===== src/rtl/bcd_7seg_scan_driver.sv =====
// Purpose : multiplexed 3-digit 7-segment driver fed by a packed BCD value,
//           with a shadow register, leading-zero blanking and dash for nibbles >9.
// Latency : seg/an registered; 1 cycle from index change or shadow load to outputs.
// Backpressure: none; bcd_load is accepted on any cycle, with no handshake back.
//
// Ports:
//   clk, rst_n  - clock (rising edge) and asynchronous active-low reset
//   bcd_in      - {hundreds, tens, units} BCD nibbles, sampled when bcd_load = 1
//   bcd_load    - shadow-register capture strobe
//   blank_lz    - 1 = blank leading zeros in the hundreds and tens digits
//   seg         - {g,f,e,d,c,b,a}, polarity set by SEG_ACTIVE_LOW
//   an          - {hundreds, tens, units} digit enables, polarity set by AN_ACTIVE_LOW
//   frame_tick  - one-cycle pulse on the cycle an returns from hundreds to units
module bcd_7seg_scan_driver #(
   parameter int unsigned CLK_DIV        = 50000,
   parameter bit          SEG_ACTIVE_LOW = 1'b1,
   parameter bit          AN_ACTIVE_LOW  = 1'b1
) (
   input  logic        clk,
   input  logic        rst_n,
   input  logic [11:0] bcd_in,
   input  logic        bcd_load,
   input  logic        blank_lz,
   output logic [6:0]  seg,
   output logic [2:0]  an,
   output logic        frame_tick
);

   // 20 bits covers CLK_DIV up to 2^20 (max count 2^20-1).
   localparam logic [19:0] PRESC_MAX = 20'(CLK_DIV - 1);
   localparam logic [6:0]  SEG_OFF   = SEG_ACTIVE_LOW ? 7'h7F : 7'h00;
   localparam logic [2:0]  AN_OFF    = AN_ACTIVE_LOW  ? 3'b111 : 3'b000;

   logic [11:0] shadow;
   logic [19:0] presc;
   logic [1:0]  idx;
   logic        wrap;        // index just wrapped 2 -> 0; becomes frame_tick next cycle
   logic [3:0]  nib;
   logic        blank;
   logic [2:0]  sel;
   logic [6:0]  seg_hi;

   function automatic logic [6:0] decode(input logic [3:0] n);
      logic [6:0] s;
      s = 7'h40;             // nibbles A..F show a dash
      case (n)
         4'd0: s = 7'h3F;
         4'd1: s = 7'h06;
         4'd2: s = 7'h5B;
         4'd3: s = 7'h4F;
         4'd4: s = 7'h66;
         4'd5: s = 7'h6D;
         4'd6: s = 7'h7D;
         4'd7: s = 7'h07;
         4'd8: s = 7'h7F;
         4'd9: s = 7'h6F;
         default: s = 7'h40;
      endcase
      return s;
   endfunction

   // Digit mux and decode from the current shadow and index. A nibble >9 is
   // never equal to zero, so it is never blanked and shows the dash.
   always_comb begin
      nib   = shadow[3:0];
      blank = 1'b0;
      sel   = 3'b001;
      case (idx)
         2'd1: begin
            nib   = shadow[7:4];
            blank = blank_lz && (shadow[11:8] == 4'd0) && (shadow[7:4] == 4'd0);
            sel   = 3'b010;
         end
         2'd2: begin
            nib   = shadow[11:8];
            blank = blank_lz && (shadow[11:8] == 4'd0);
            sel   = 3'b100;
         end
         default: begin
            nib   = shadow[3:0];
            blank = 1'b0;
            sel   = 3'b001;
         end
      endcase
      seg_hi = blank ? 7'h00 : decode(nib);
   end

   always_ff @(posedge clk or negedge rst_n) begin
      if (!rst_n) begin
         shadow     <= 12'h000;
         presc      <= 20'd0;
         idx        <= 2'd0;
         wrap       <= 1'b0;
         seg        <= SEG_OFF;
         an         <= AN_OFF;
         frame_tick <= 1'b0;
      end else begin
         // A load never disturbs the scan phase.
         if (bcd_load) shadow <= bcd_in;

         wrap <= 1'b0;
         if (presc == PRESC_MAX) begin
            presc <= 20'd0;
            idx   <= (idx == 2'd2) ? 2'd0 : idx + 2'd1;
            wrap  <= (idx == 2'd2);
         end else begin
            presc <= presc + 20'd1;
         end

         seg        <= SEG_ACTIVE_LOW ? ~seg_hi : seg_hi;
         an         <= AN_ACTIVE_LOW  ? ~sel    : sel;
         frame_tick <= wrap;
      end
   end

endmodule


===== config.mk =====
export PLATFORM = sky130hd
export DESIGN_NAME = bcd_7seg_scan_driver
export DESIGN_NICKNAME = d
export VERILOG_FILES = /design/src/rtl/bcd_7seg_scan_driver.sv
export SDC_FILE = /design/constraint.sdc
export NUM_CORES = 1
export LEC_CHECK = 0
export ABC_AREA = 0
export CAP_MARGIN = 20
export CORE_ASPECT_RATIO = 1.4
export CORE_MARGIN = 4
export CORE_UTILIZATION = 45
export DETAILED_ROUTE_END_ITERATION = 6
export PLACE_DENSITY = 0.69
export SYNTH_ARGS = -nofsm -noshare
export SYNTH_HDL_FRONTEND = slang
export SYNTH_SLANG_ARGS = --single-unit

===== constraint.sdc =====
create_clock -name clk -period 2.4 [get_ports clk]
set_input_delay 0.48 -clock clk [delete_from_list [all_inputs] [get_ports clk]]
set_output_delay 0.48 -clock clk [all_outputs]
set_load 0.02 [all_outputs]

==> flow_summary_export.csv, run 1 <==
group,metric,value,unit
run_status,status,"completed",
sta,hold_viol_final,0,
global_route,grt_overflow,0,
sta,min_period,2.25,ns
sta,setup_tns,0,ns
critical_path,crit_arrival,2.43,ns
global_route,grt_max_degree,41,
sta,relSlewSlack,0.426,
place,dp_slack,0.113,ns
critical_path,reg2reg_from,"presc[11]$_DFF_PN0_",
logic_synthesis,synth_area,2160,sq um
sta,worst_slack,0.153,ns
floorplan,start_util,0.472,
sta,setup_viol,0,
floorplan,die_area,5990,sq um
global_route,grt_pass1_wl,7330,um
route,wl_per_cell,15.0,um
clock_network,cts_tree,"built",
layout,final_cell_mix,"dfrtp_1, clkdlybuf4s50_1, nor2_1",
layout,n_antenna_cell,0,
layout,multi_input_area,955,sq um
floorplan,pin_count,27,
power_and_ir_drop,power_leakage,1.15,nW
route,routed_wl,4230,um
clock_network,htreeDepth,2,
logic_synthesis,synth_cells,183,
route,first_pass_iters,4,
place,port_buffers,26,
clock_network,cts_resized,0,
layout,synthToLayoutAreaGrowth,21.6,%
logic_synthesis,synth_warnings,0,
floorplan,die_x,66.6,um
clock_network,postCtsSetupBuffers,0,
global_route,antenna_found_initial,0,
route,via_per_inst,5.32,
sta,holdWs,0.293,ns
critical_path,critical_path.max_fanout,3,
global_route,grt_pass1_vias,1620,
layout,layout-drive-gt1-share,0.205,
sta,skew,0.00793,ns
layout,final_util,0.574,
logic_synthesis,ys_seq_area_frac,0.539,
route,drc,0,
floorplan,design.core.area,4570,sq um
layout,fill_cells,413,
logic_synthesis,synth_fp_nets,209,
route,ant_nets,0,
critical_path,critPathCaptureType,"register",
run,cap_violations,0,
global_route,grt.total_usage,0.157,
logic_synthesis,synth_cell_types,36,
critical_path,crit_type,"reg -> reg",
min_path,min_path_type,"in -> async",
floorplan,rows,29,
place,dpl.hpwl,3250,um
clock_network,root_buffer,"clkbuf_8",
sta,tightest_slew,0.861,ns
clock_network,cts_num_sinks,46,
critical_path,cp-startpoint,"presc[11]$_DFF_PN0_",
layout,final_area,2630,sq um
logic_synthesis,ys.flop_type,"dfrtp_1",
clock_network,clk_pin_slew_worst_paths,0.08,ns
power_and_ir_drop,peakVddDrop,0.392,mV
place,placed_cell_area,2520,sq um
sta,drv_slew,0,
layout,layout_commonest_cell,"dfrtp_1",
sta,period_share,0.936,
clock_network,ctsHoldBuffers,0,
floorplan,fp.dieH,90.0,um
sta,rsz0062_at_grt,"no",
logic_synthesis,avgSynthCellArea,11.8,sq um
critical_path,worst-endpoint-required,2.58,ns
route,vias,1501,
power_and_ir_drop,p_per_area,584,nW/um^2
clock_network,cts_buffers,5,
place,place_congestion,0.844,
layout,register_area,1160,sq um
logic_synthesis,async_reset_ff_frac,1.00,
logic_synthesis,synth_edf_count,0,
clock_network,insertion_delay,0.29,ns
critical_path,startpoint_type,"register",
layout,nets,245,
sta,clock.fmax,445,MHz
route,first_iter_violations,53,
clock_network,clockBufferDepth,2,
logic_synthesis,synth-seq-cells,46,
cell type report:
type / instances / area share
Clock buffer: 6 / 0.0315
Clock inverter: 2 / 0.00477
Inverter: 7 / 0.0100
Multi-Input combinational cell: 126 / 0.364
Sequential cell: 46 / 0.443
Tap cell: 62 / 0.0296
Timing Repair Buffer: 33 / 0.117
per-stage QoR:
| stage | std cells | power (mW) |
|---|---|---|
| 3_5_place_dp | 274 | 1.06 |
| 3_3_place_gp | 274 | 1.06 |
| 4_1_cts | 282 | 1.55 |
| 2_1_floorplan | 183 | 0.959 |
| 6_report | 282 | 1.53 |
| 5_1_grt | 282 | 1.61 |
worst paths after layout:
kind | end | slack [ns] | depth (start not counted)
min in group clk | frame_tick$_DFF_PN0_ | 0.35 | 0
min reg2reg | frame_tick$_DFF_PN0_ | 0.35 | 0
max | idx[1]$_DFFE_PN0N_ | 0.15 | 4
max in group asynchronous | seg[1]$_DFF_PN1_ | 1.40 | 2
min | wrap$_DFF_PN0_ | 0.29 | 1
max reg2reg | idx[1]$_DFFE_PN0N_ | 0.15 | 4
where the power goes:
group	switching [mW]	internal, mW
clock	0.257	0.232
sequential	0.0198	0.828
combinational	0.0965	0.0997
total	0.373	1.16
registers in the layout, indices dropped and copies added (netlist names):
| register | cells |
|---|---|
| an | 3 |
| frame_tick | 1 |
| idx | 2 |
| presc | 20 |
| seg | 7 |
| shadow | 12 |
| wrap | 1 |
layer usage:
metal  share of wire  global-route usage  up-vias
met5               0                   0        -
met4           0.017              0.0492        0
met3           0.040              0.0349        9
met2            0.56               0.285       35
met1            0.38               0.176      740
li1                -                   -      717
cell families (layout without fill, tap and decap cells):
| kind of cell | count (synthesis) | in the layout | share of synthesized area |
|---|---|---|---|
| adder cells (fa/ha/maj) | 10 | 10 | 0.0579 |
| AO/OA/AOI/OAI | 25 | 25 | 0.0730 |
| AND/OR/NAND/NOR | 59 | 59 | 0.159 |
| buffers and inverters | 11 | 48 | 0.0226 |
| flip-flops | 46 | 46 | 0.539 |
| XOR/XNOR | 16 | 16 | 0.0649 |
| multiplexers | 16 | 16 | 0.0840 |
Yosys cell counts (all sizes together), types with 6 or more instances:
library cell,count,area [sq um]
nand3,9,45.0
inv,7,26.3
nand2,9,33.8
mux2,14,161
dfstp,10,263
dfrtp,36,901
and3,6,37.5
a21oi,7,35.0
ha,10,125
xnor2,7,61.3
xor2,9,78.8
nor2,14,52.6
worst max-delay path, cell delays in order, from the launching register on:
cell and delay (ns):
dfrtp_1 0.40, or4b_1 0.51, or4b_4 0.52, nor4_4 0.36, mux2_1 0.35
No activity file was read; power rests on OpenSTA's default activity.
==> inputs of run 2 (changes only) <==
--- a/config.mk
+++ b/config.mk
@@ -11,6 +11,7 @@
 export CORE_MARGIN = 4
 export CORE_UTILIZATION = 45
 export DETAILED_ROUTE_END_ITERATION = 6
+export MAX_ROUTING_LAYER = met4
 export PLACE_DENSITY = 0.69
 export SYNTH_ARGS = -nofsm -noshare
 export SYNTH_HDL_FRONTEND = slang
==> run 2 against run 1 <==
Routed wire length grew 0.76%; final cell count is the same; flip-flop and latch count is the same; via count is the same; highest routed layer unchanged.
==> flow_summary_export.csv, run 2 (synthesized netlist as in run 1, its figures left out) <==
group,metric,value,unit
clock_network,cts_buffers,5,
layout,largest_register_ffs,20,
layout,nets,245,
route,first_pass_iters,4,
critical_path,r2r-end,"idx[1]$_DFFE_PN0N_",
critical_path,reg2reg_from,"presc[12]$_DFF_PN0_",
sta,drv_slew,0,
floorplan,rows,29,
sta,clock.fmax,443,MHz
layout,synthToLayoutAreaGrowth,21.6,%
floorplan,die_area,5990,sq um
global_route,grt_pass1_wl,7350,um
global_route,grt_max_degree,41,
layout,final_cell_mix,"dfrtp_1, clkdlybuf4s50_1, nor2_1",
sta,min_period,2.26,ns
floorplan,die_x,66.6,um
power_and_ir_drop,fin_total_pwr,1.53,mW
route,wl_per_cell,15.1,um
floorplan,pin_count,27,
place,port_buffers,26,
power_and_ir_drop,power_leakage,1.15,nW
power_and_ir_drop,peakVddDrop,0.392,mV
clock_network,htreeDepth,2,
min_path,min_path_type,"in -> async",
power_and_ir_drop,p_per_area,582,nW/um^2
sta,setup_tns,0,ns
sta,holdWs,0.297,ns
route,drc,0,
layout,top_register,"presc",
critical_path,critical_path.max_fanout,4,
clock_network,clockBufferDepth,2,
clock_network,insertion_delay,0.29,ns
floorplan,start_util,0.472,
layout,n_antenna_cell,0,
clock_network,root_buffer,"clkbuf_8",
critical_path,reg2reg_slack,0.14,ns
route,first_iter_violations,54,
sta,rsz0062_at_grt,"no",
global_route,grt_overflow,0,
clock_network,ctsHoldBuffers,0,
route,vias,1501,
sta,setup_viol,0,
clock_network,clk_pin_slew_worst_paths,0.08,ns
floorplan,fp.dieH,90.0,um
critical_path,startpoint_type,"register",
place,place_congestion,0.857,
critical_path,worst-endpoint-required,2.58,ns
sta,period_share,0.941,
sta,hold_viol_final,0,
clock_network,postCtsSetupBuffers,0,
sta,relSlewSlack,0.427,
global_route,grt.total_usage,0.162,
critical_path,crit_arrival,2.44,ns
critical_path,critPathCaptureType,"register",
route,routed_wl,4260,um
clock_network,cts_tree,"built",
route,ant_nets,0,
clock_network,cts_resized,0,
place,dpl.hpwl,3250,um
run_status,status,"completed",
global_route,grt_pass1_vias,1620,
critical_path,rr_worst_depth,4,
layout,biggestRegsByFlops,"presc: 20 flops, shadow: 12 flops, seg: 7 flops",
global_route,antenna_found_initial,0,
sta,skew,0.00744,ns
critical_path,crit_type,"reg -> reg",
sta,tightest_slew,0.860,ns
floorplan,design.core.area,4570,sq um
route,via_per_inst,5.32,
run,cap_violations,0,
layout,layout-drive-gt1-share,0.205,
clock_network,cts_num_sinks,46,
layout,layout_commonest_cell,"dfrtp_1",
-- run 2: layer usage --
layer / share of wire / GRT usage / up-vias
li1: - / - / 717
met1: 0.38 / 0.178 / 735
met2: 0.57 / 0.285 / 39
met3: 0.035 / 0.0337 / 10
met4: 0.015 / 0.0492 / 0
met5: 0 / - / -
-- run 2: stage by stage --
stage               std cells   util  instance area (sq um)  setup WS, ns
floorplan                 183      -                   2160         0.104
global placement          274  0.552                   2520         0.178
detailed placement        274  0.552                   2520         0.113
CTS                       282  0.573                   2620        0.0751
global route              282  0.574                   2630        0.0508
finish                    282  0.574                   2630         0.143
-- run 2: power breakdown --
part	leakage, nW	internal, mW	switching (mW)	total, mW
registers	0.566	0.828	0.0200	0.848
clock network	0.0472	0.232	0.252	0.484
logic	0.538	0.0997	0.0966	0.196
total	1.15	1.16	0.369	1.53
-- run 2: critical path, stage by stage, from the launching register on --
cell and delay [ns]:
dfrtp_1 0.43, or4b_1 0.48, or4b_4 0.52, nor4_4 0.36
mux2_1 0.35
-- run 2: how the worst max path moves through the flow --
stage	start	end	slack [ns]	depth (start not counted)
after floorplan	presc[10]$_DFF_PN0_	idx[0]$_DFFE_PN0N_	0.10	5
after global placement	idx[0]$_DFFE_PN0N_	seg[5]$_DFF_PN1_	0.18	5
after detailed placement	idx[0]$_DFFE_PN0N_	seg[4]$_DFF_PN1_	0.11	5
after CTS	idx[0]$_DFFE_PN0N_	seg[1]$_DFF_PN1_	0.08	5
after global routing	presc[8]$_DFF_PN0_	idx[1]$_DFFE_PN0N_	0.05	4
final	presc[12]$_DFF_PN0_	idx[1]$_DFFE_PN0N_	0.14	4
-- run 2: cell type report --
cell class / count / area, sq um
tap: 62 / 77.6
clock inverter: 2 / 12.5
multi-input combinational: 126 / 955
inverter: 7 / 26.3
sequential: 46 / 1160
clock buffer: 6 / 82.6
fill: 413 / 1950
timing repair buffer: 33 / 308
